File: src/rtl/simulador_planta_vinho_pkg.sv
// Shared types for the wine-bottling plant model: line-position states and error-flag bit positions.
// Latency: n/a (types and constants only).
// Backpressure: n/a.
package pkg_planta_vinho;

    typedef enum logic [1:0] {
        S_TRANSP_ENCH = 2'd0,
        S_ENCH        = 2'd1,
        S_TRANSP_CQ   = 2'd2,
        S_CQ          = 2'd3
    } estado_t;

    localparam int ERR_VALVULA           = 0;
    localparam int ERR_SAIDA_REPROVADA   = 1;
    localparam int ERR_DESCARTE_APROVADA = 2;

    localparam int CNT_W = 8;

    // Increment that sticks at 255 instead of wrapping.
    function automatic logic [7:0] inc_sat(input logic [7:0] v);
        return (v == 8'hFF) ? v : v + 8'd1;
    endfunction

endpackage

File: src/rtl/simulador_planta_vinho_temporizador_sat.sv
// Saturating up-counter with clear priority, a "at limit" flag and a "will be at limit after this edge" flag.
// Latency: count updates one cycle after en/clr; done follows the count register.
// Backpressure: none; counting simply stops at MAX until cleared.
module temporizador_sat #(
    parameter int W   = 8,
    parameter int MAX = 8
) (
    input  logic clk,
    input  logic reset,
    input  logic clr,
    input  logic en,
    output logic done,
    output logic done_prox
);

    localparam logic [W-1:0] MAX_V = W'(MAX);
    localparam logic [W-1:0] PRE_V = W'(MAX - 1);

    logic [W-1:0] cnt;

    // Clear wins over enable; the count holds once it reaches MAX.
    always_ff @(posedge clk or negedge reset) begin
        if (!reset) begin
            cnt <= '0;
        end else if (clr) begin
            cnt <= '0;
        end else if (en && (cnt != MAX_V)) begin
            cnt <= cnt + W'(1);
        end
    end

    assign done      = (cnt == MAX_V);
    // Ignores clr on purpose: callers only look at it when no clear is pending.
    assign done_prox = done || (en && (cnt == PRE_V));

endmodule

File: src/rtl/simulador_planta_vinho.sv
// Plant model of the bottling line: turns actuator commands into sensor/QC responses, counts bottles, flags misuse.
// Latency: every output is a flop that reacts one cycle after the input that caused it.
// Backpressure: none; with all commands low the line holds its position indefinitely.
module simulador_planta_vinho
    import pkg_planta_vinho::*;
#(
    parameter int T_TRANSPORTE = 8,
    parameter int T_ENCHER     = 5,
    parameter int T_VEDAR      = 3,
    parameter int T_INSPECAO   = 4,
    parameter int REPROVA_CADA = 3
) (
    input  logic       clk,
    input  logic       reset,
    input  logic       esteira,
    input  logic       valvula_ativa,
    input  logic       vedacao_ativa,
    input  logic       descarte_ativo,
    output logic       sensor_posicao_enchimento,
    output logic       sensor_nivel,
    output logic       sensor_posicao_cq,
    output logic       aprovado,
    output logic       reprovado,
    output logic [7:0] garrafas_ok,
    output logic [7:0] garrafas_descartadas,
    output logic [2:0] erro
);

    // Divisor kept non-zero so the modulo below is always legal; forced failures are gated separately.
    localparam int RC_DIV = (REPROVA_CADA == 0) ? 1 : REPROVA_CADA;

    estado_t    estado;
    logic [7:0] idx;

    logic em_transporte, chega_ench, chega_cq;
    logic pos_done, cheia, nivel_prox, vedada, insp_prox;
    logic forca_reprova, reprova;
    logic unused_pos_prox, unused_seal_prox, unused_insp_done;

    assign em_transporte = (estado == S_TRANSP_ENCH) || (estado == S_TRANSP_CQ);
    assign chega_ench    = (estado == S_TRANSP_ENCH) && esteira && pos_done;
    assign chega_cq      = (estado == S_TRANSP_CQ) && esteira && pos_done;

    // Position counter tops out at T_TRANSPORTE-1: the next motor cycle completes the move.
    temporizador_sat #(.W(CNT_W), .MAX(T_TRANSPORTE - 1)) u_pos (
        .clk(clk), .reset(reset), .clr(chega_ench || chega_cq),
        .en(em_transporte && esteira), .done(pos_done), .done_prox(unused_pos_prox)
    );

    // Fill level; "cheia" is simply the saturated state and stays until the next bottle arrives.
    temporizador_sat #(.W(CNT_W), .MAX(T_ENCHER)) u_fill (
        .clk(clk), .reset(reset), .clr(chega_ench),
        .en((estado == S_ENCH) && valvula_ativa), .done(cheia), .done_prox(nivel_prox)
    );

    // Sealing only makes progress on a bottle that is already full.
    temporizador_sat #(.W(CNT_W), .MAX(T_VEDAR)) u_seal (
        .clk(clk), .reset(reset), .clr(chega_ench),
        .en((estado == S_ENCH) && vedacao_ativa && cheia), .done(vedada), .done_prox(unused_seal_prox)
    );

    // Inspection timer runs freely while a bottle sits at QC.
    temporizador_sat #(.W(CNT_W), .MAX(T_INSPECAO)) u_insp (
        .clk(clk), .reset(reset), .clr(chega_cq),
        .en(estado == S_CQ), .done(unused_insp_done), .done_prox(insp_prox)
    );

    assign forca_reprova = (REPROVA_CADA != 0) && ((int'(idx) % RC_DIV) == 0);
    assign reprova       = !cheia || !vedada || forca_reprova;

    // Line FSM plus every registered output, counter and sticky error flag.
    always_ff @(posedge clk or negedge reset) begin
        if (!reset) begin
            estado                    <= S_TRANSP_ENCH;
            idx                       <= '0;
            sensor_posicao_enchimento <= 1'b0;
            sensor_nivel              <= 1'b0;
            sensor_posicao_cq         <= 1'b0;
            aprovado                  <= 1'b0;
            reprovado                 <= 1'b0;
            garrafas_ok               <= '0;
            garrafas_descartadas      <= '0;
            erro                      <= '0;
        end else begin
            if (valvula_ativa && ((estado != S_ENCH) || esteira)) begin
                erro[ERR_VALVULA] <= 1'b1;
            end
            case (estado)
                S_TRANSP_ENCH: begin
                    if (chega_ench) begin
                        estado                    <= S_ENCH;
                        sensor_posicao_enchimento <= 1'b1;
                    end
                end
                S_ENCH: begin
                    if (esteira) begin
                        estado                    <= S_TRANSP_CQ;
                        sensor_posicao_enchimento <= 1'b0;
                        sensor_nivel              <= 1'b0;
                    end else begin
                        sensor_nivel <= nivel_prox;
                    end
                end
                S_TRANSP_CQ: begin
                    if (chega_cq) begin
                        estado            <= S_CQ;
                        sensor_posicao_cq <= 1'b1;
                        idx               <= idx + 8'd1;
                    end
                end
                S_CQ: begin
                    if (descarte_ativo || esteira) begin
                        if (descarte_ativo) begin
                            garrafas_descartadas <= inc_sat(garrafas_descartadas);
                            if (aprovado) erro[ERR_DESCARTE_APROVADA] <= 1'b1;
                        end else if (aprovado) begin
                            garrafas_ok <= inc_sat(garrafas_ok);
                        end else begin
                            // Leaving without a pass verdict covers both "no verdict yet" and "failed".
                            erro[ERR_SAIDA_REPROVADA] <= 1'b1;
                        end
                        estado            <= S_TRANSP_ENCH;
                        sensor_posicao_cq <= 1'b0;
                        aprovado          <= 1'b0;
                        reprovado         <= 1'b0;
                    end else if (insp_prox) begin
                        aprovado  <= !reprova;
                        reprovado <= reprova;
                    end
                end
                default: estado <= S_TRANSP_ENCH;
            endcase
        end
    end

endmodule

File: config.mk
export PLATFORM = sky130hd
export DESIGN_NAME = simulador_planta_vinho
export DESIGN_NICKNAME = d
export VERILOG_FILES = /design/src/rtl/simulador_planta_vinho_pkg.sv /design/src/rtl/simulador_planta_vinho_temporizador_sat.sv /design/src/rtl/simulador_planta_vinho.sv
export SDC_FILE = /design/constraint.sdc
export NUM_CORES = 1
export LEC_CHECK = 0
export BUFFER_PORTS_ARGS = -buffer_cell sky130_fd_sc_hd__buf_2
export CAP_MARGIN = 20
export CORE_MARGIN = 5
export CORE_UTILIZATION = 40
export DETAILED_ROUTE_END_ITERATION = 12
export HOLD_SLACK_MARGIN = 0.06
export PLACE_DENSITY_LB_ADDON = 0.15
export SYNTH_ARGS = -nofsm -noshare
export SYNTH_HDL_FRONTEND = slang
export SYNTH_SLANG_ARGS = --single-unit
File: constraint.sdc
create_clock -name clk -period 4.65 [get_ports clk]
set_input_delay 0 -clock clk [delete_from_list [all_inputs] [get_ports clk]]
set_output_delay 0 -clock clk [all_outputs]
set_load 0.02 [all_outputs]
# [After elaboration in Yosys (flattened, before gate mapping)]
# Index checks and enable logic that the tools add are counted.
[word_totals] reg_bits=66 inputBits=6 out_inout_bits=24 wordCells=116
[op_classes] n_addsub=7 div_mod_pow=1 n_eq_ne=20 mux=24 bitwise_logic=4 reduce_logical=44
[op_table] cell="2-to-1 mux 8 bit" n=8
[op_table] cell="adder 8 x 1 -> 8 bit, second input constant" n=7
[op_table] cell="equality test 8 x 3 -> 1 bit, second input constant" n=4
[op_table] cell="zero test 32 bit" n=1
[op_table] cell="remainder unit 9 x 3 -> 32 bit, second input constant" n=1
[op_table] cell="!= test 8 x 3 -> 1 bit, second input constant" n=3
[op_table] cell="equality test 8 x 2 -> 1 bit, second input constant" n=2
[op_table] cell="equality test 8 bit, second input constant" n=2
[op_table] cell="AND reduction 4 bit" n=4
[op_table] cell="logical AND 1 bit" n=15
[op_table] cell="nonzero test 2 bit" n=7
[op_table] cell="2-to-1 mux 1 bit" n=9
[op_table] cell="logical OR 1 bit" n=8
[op_table] cell="2-to-1 mux 2 bit" n=4
[op_table] cell="!= test 2 bit, second input constant" n=4
[op_table] cell="!= test 8 x 2 -> 1 bit, second input constant" n=1
[op_table] cell="one-hot mux 2 bit (4 select lines)" n=1
[op_table] cell="AND reduction 3 bit" n=2
[op_table] cell="AND reduction 5 bit" n=1
[op_table] cell="equality test 2 bit, second input constant" n=2
[op_table] cell="inverter 1 bit" n=4
[op_table] cell="one-hot mux 1 bit (2 select lines)" n=2
[op_table] cell="AND reduction 2 bit" n=2
[op_table] cell="zero test 1 bit" n=3
[op_table] cell="other kinds (3)" n=3

# [Depth between registers and ports, before layout]
[logic_depth] word_depth=7 depth_mapped=22 depth_no_buf=18

# [Cells and area by module]
# A second synthesis with hierarchy kept.
[unflattened] hier_cells=476 hier_area_um2=4357.9
[modules_own_cells] mod="simulador_planta_vinho" instances=1 cells_each=272 area_each_um2=2484.9 seq_area_each_um2=850.8
[modules_own_cells] mod="temporizador_sat at u_fill" instances=1 cells_each=51 area_each_um2=478.0 seq_area_each_um2=200.2
[modules_own_cells] mod="temporizador_sat at u_seal" instances=1 cells_each=51 area_each_um2=469.2 seq_area_each_um2=200.2
[modules_own_cells] mod="temporizador_sat at u_insp" instances=1 cells_each=52 area_each_um2=466.7 seq_area_each_um2=200.2
[modules_own_cells] mod="temporizador_sat at u_pos" instances=1 cells_each=50 area_each_um2=459.2 seq_area_each_um2=200.2

# [Worst setup path before layout]
# Ideal clock, no wire load.
[synth_timing] path_kind="register -> register" start="reg idx[6]" end="reg aprovado" setup_ps=121 arrival_time_ps=4905 t_required_ps=4529 setup_slack_ps=-376 path_stages_with_launch=22 path_buffers=3 synth_period_minus_slack_ps=5026 cell_sequence="dfrtp_1 buf_6 clkbuf_1 clkbuf_1 ha_1 and3b_1 a22oi_1 nor2_1 o41a_1 or2_2 ha_1 a311o_1 nor4_2 nor2_1 ha_1 or2_2 a211oi_1 a211oi_1 or3b_1 o221ai_1 a31oi_1 a22o_1"
[synth_between] elab_chain_cells=6
[synth_rtl] item="start: declaration" line="simulador_planta_vinho.sv:33" rtl="logic [7:0] idx;"
[synth_rtl] item="start signal: assignment" line="simulador_planta_vinho.sv:108" rtl="idx <= idx + 8'd1;"
[synth_rtl] item="remainder unit 9 x 3 -> 32 bit" line="simulador_planta_vinho.sv:68" rtl="assign forca_reprova = (REPROVA_CADA != 0) && ((int'(idx) % RC_DIV) == 0);"
[synth_rtl] item="zero test 32 bit" line="simulador_planta_vinho.sv:68"
[synth_rtl] item="logical OR 1 bit" line="simulador_planta_vinho.sv:69" rtl="assign reprova = !cheia || !vedada || forca_reprova;"
[synth_rtl] item="zero test 1 bit" line="simulador_planta_vinho.sv:127" rtl="aprovado <= !reprova;"
[synth_rtl] item="2-to-1 mux 1 bit" line="simulador_planta_vinho.sv:126" rtl="end else if (insp_prox) begin"
[synth_rtl] item="2-to-1 mux 1 bit" line="simulador_planta_vinho.sv:112" rtl="if (descarte_ativo || esteira) begin"
[synth_rtl] item="end signal: assignment" line="simulador_planta_vinho.sv:127"
[synth_rtl] item="end: declaration" line="simulador_planta_vinho.sv:22" rtl="output logic aprovado,"
# No other way between the ends. The select of a mux whose other input is x is not followed.
# A chain may end at the register's enable or synchronous reset.

# [Worst setup path in the final report]
[layout_timing] start="reg idx[7]" end="reg aprovado"
# The elaborated chain is that of the path after synthesis.

==> results.yml <==
run_status:
  status: "finished, final reports clean"
drt:
  ant_nets: 0
  drt_first_pass_iters: 4
  drc: 0
  drtIter0Drc: 105
  drt-wirelength-per-cell_um: 14.2
  vias: 3519
  routed_via_density: 5.36
  finalWirelength_um: 9310
flow_run:
  drv_cap: 0
grt:
  grt_max_degree: 67
  use_met1_pct: 20.7
  globalRouteOverflowTotal: 0
  grt_use_met3_pct: 3.55
  met2_usage_pct: 23.8
  grtUsageTotal_pct: 15.3
  antenna_found_initial: 0
  top_usage_layer: "met2"
  grt_pass1_wl_um: 16300
  grt_pass1_vias: 3414
critical_path:
  worstSetupPathType: "register to register"
  critPathMaxStageDelay_ns: 0.41
  crit_path_top_delay_cell: "dfrtp_1"
  path_delay_family: "compound AO/OA/AOI/OAI gates"
  worstPathArrival_ns: 4.71
  cp-end-kind: "register"
  path_buf_inv: 0
  crit_fanout: 8
  crit_required_ns: 4.88
  cp-start-kind: "register"
  crit_chain: "ha_4 > nand4bb_1 > o211ai_1 > a2111oi_0 > o311a_1 > or2_4 > ha_4 > a311o_1 > nor4_4 > nor2_1 > ha_2 > or2_4 > a211oi_2 > a211oi_2 > or3b_4 > mux2i_1 > a31oi_2 > a22o_1"
cells_and_area:
  utilization_pct: 47.5
  drive_gt1_share_pct: 18.3
  seqCellArea_um2: 1650
  area_growth_pct: 15.0
  diodes: 0
  design_area_um2: 4950
  multi_input_area_um2: 2540
  final_cells: 656
  final_nets: 541
  fillers: 1025
clock_network:
  cts_sinks: 66
  cts_buffer_depth: 2
  clk_latency_ns: 0.34
  cts_tree: "built"
  clkTransAtPathRegs_ns: 0.07
  cts_buffers: 9
  htree_levels: 3
  cts_root_buf: "clkbuf_8"
logic_synthesis:
  ys.flop_type: "dfrtp_1"
  syn-cell-area_um2: 4300
  synth_edf_count: 0
  ys_ff_latch: 66
  ys_types: 75
  syn_avg_cell_area_um2: 9.16
  yosysSeqAreaShare_pct: 38.4
  syn-num-nets: 495
  synth_warnings: 0
  synth_cells: 470
  async_reset_ff_share_pct: 100
timing:
  setup_viol: 0
  clock.fmax_ghz: 0.224
  setup-tns-final_ns: 0
  finalCritPeriodShare_pct: 96.2
  drv_slew: 0
  skew_ns: 0.00998
  hold_viol_final: 0
  slew_headroom_pct: 35.1
  worst_slew_pin_slew_ns: 0.950
  period_needed_ns: 4.47
pwr:
  p_leak_nw: 2.16
  powerDensity_nw_per_um2: 416
  vdd_ir_drop_max_mv: 0.310
floorplanning:
  fp.dieArea_um2: 12900
  core.rowCount: 37
  initial_core_util_pct: 41.3
  ioPinCount: 30
  die_w_um: 114
  dieHeight_um: 114
  design.core.area_um2: 10400
place:
  port_buffers: 29
  place_hpwl_um: 6740
  place_congestion: 0.893
  dp.cells: 630
  postPlaceCellArea_um2: 4650
min_path:
  min-delay-path-class: "input port to register"
through the flow:
step           setup slack, ns  hold WS, ns  total power [W]
2_1_floorplan          -0.0666       -0.296          0.00141
3_3_place_gp             0.107        0.231          0.00159
3_5_place_dp           0.00825        0.238          0.00161
4_1_cts                 0.0873        0.118          0.00205
5_1_grt                -0.0277        0.163          0.00225
6_report                 0.176        0.129          0.00206
layer usage:
metal | share of wire, % | up-vias
li1 | - | 1776
met2 | 45 | 62
met3 | 3.5 | 23
met5 | 0 | -
met4 | 2.8 | 0
met1 | 48 | 1658
power by group:
| group | switching [W] | leakage (nW) | internal, W |
|---|---|---|---|
| Sequential | 0.000149 | 0.862 | 0.000704 |
| Combinational | 0.000424 | 1.22 | 0.000357 |
| Clock | 0.000206 | 0.0855 | 0.000219 |
final timing paths:
check	from	to	slack, ns	cells past startpoint
max in group asynchronous	reset	idx[5]$_DFFE_PN0P_	3.66	3
min in group asynchronous	reset	garrafas_descartadas[5]$_DFFE_PN0P_	0.36	3
worst max-delay path	idx[7]$_DFFE_PN0P_	aprovado$_DFFE_PN0P_	0.18	18
worst min-delay path	vedacao_ativa	u_seal.cnt[0]$_DFFE_PN0P_	0.13	5
worst max register to register	idx[7]$_DFFE_PN0P_	aprovado$_DFFE_PN0P_	0.18	18
worst min register to register	erro[0]$_DFFE_PN0P_	erro[0]$_DFFE_PN0P_	0.46	1
registers in the layout, indices dropped and copies added, names as in the netlist, 2 cells and up:
name                  flops
u_seal.cnt                8
u_pos.cnt                 8
u_fill.cnt                8
garrafas_descartadas      8
u_insp.cnt                8
idx                       8
estado                    2
erro                      3
garrafas_ok               8
layout make-up:
class                   count  area share (%)
repair buffers             53            6.78
multi-input cells         366            51.4
clock buffers              13            3.21
well taps                 136            3.44
clock inverters             2           0.253
inverters                  20            1.52
flip-flops and latches     66            33.4
worst reg2reg max path: cells and delay by family (launching register included):
kind / cells / cell delay (ns)
flip-flops: 1 / 0.41
AO/OA/AOI/OAI: 8 / 1.67
adder cells (fa/ha/maj): 3 / 0.65
multiplexers: 1 / 0.19
AND/OR/NAND/NOR: 6 / 1.47
cells by family after synthesis:
group           synth area share (%)
flops                           38.4
fa+ha+maj                       5.76
buf+inv                         4.48
simple gates                    23.8
mux                             1.72
compound gates                  16.1
xor+xnor                        9.74
cells in the final DEF (no fill, tap or decap), types with 4 or more instances in the layout:
master / n
dfrtp_1: 64
nor2_1: 50
nand2_1: 45
buf_2: 29
xnor2_1: 27
nand3_1: 24
buf_4: 20
inv_1: 19
xor2_1: 19
o21ai_0: 16
ha_1: 16
a21oi_1: 13
nor3_1: 12
clkbuf_8: 11
and3_1: 10
nand4_1: 7
o211ai_1: 7
nand2b_1: 5
and2_1: 5
a211oi_1: 5
or3_1: 5
nor2b_1: 4
a31oi_1: 4
mux2i_1: 4
dlygate4sd3_1: 4
cell usage after synthesis (3+ instances only):
master	n	area, um2
ha_1	19	238
or3_1	5	31.3
nand3b_1	3	22.5
nand2b_1	5	31.3
or2_2	3	18.8
o211ai_1	7	52.6
dfrtp_1	66	1650
o21ai_0	16	80.1
mux2i_1	4	40.0
o31ai_1	3	22.5
nor2b_1	4	25.0
nor3_1	13	65.1
a21o_1	3	22.5
and3_1	10	62.6
xnor2_1	27	236
nand3_1	24	120
buf_6	6	67.6
mux2_2	3	33.8
o32ai_1	3	26.3
nand4_1	7	43.8
and3b_1	3	26.3
a31oi_1	5	31.3
a211oi_1	7	52.6
a21oi_1	13	65.1
nand2_1	45	169
and4_1	3	26.3
xor2_1	19	166
nor2_1	50	188
clkbuf_1	10	37.5
and2_1	5	31.3
inv_1	19	71.3
what timing repair did:
action / 4_1_cts / 5_1_grt
setup buffers: 0 / 7
hold buffers: 4 / 0
gates resized for setup: 1 / 6
pin swaps: 0 / 6
endpoints found under the hold margin: 70 / 0
setup endpoints to repair: 1 / 2
No activity file was read; power rests on OpenSTA's default activity.
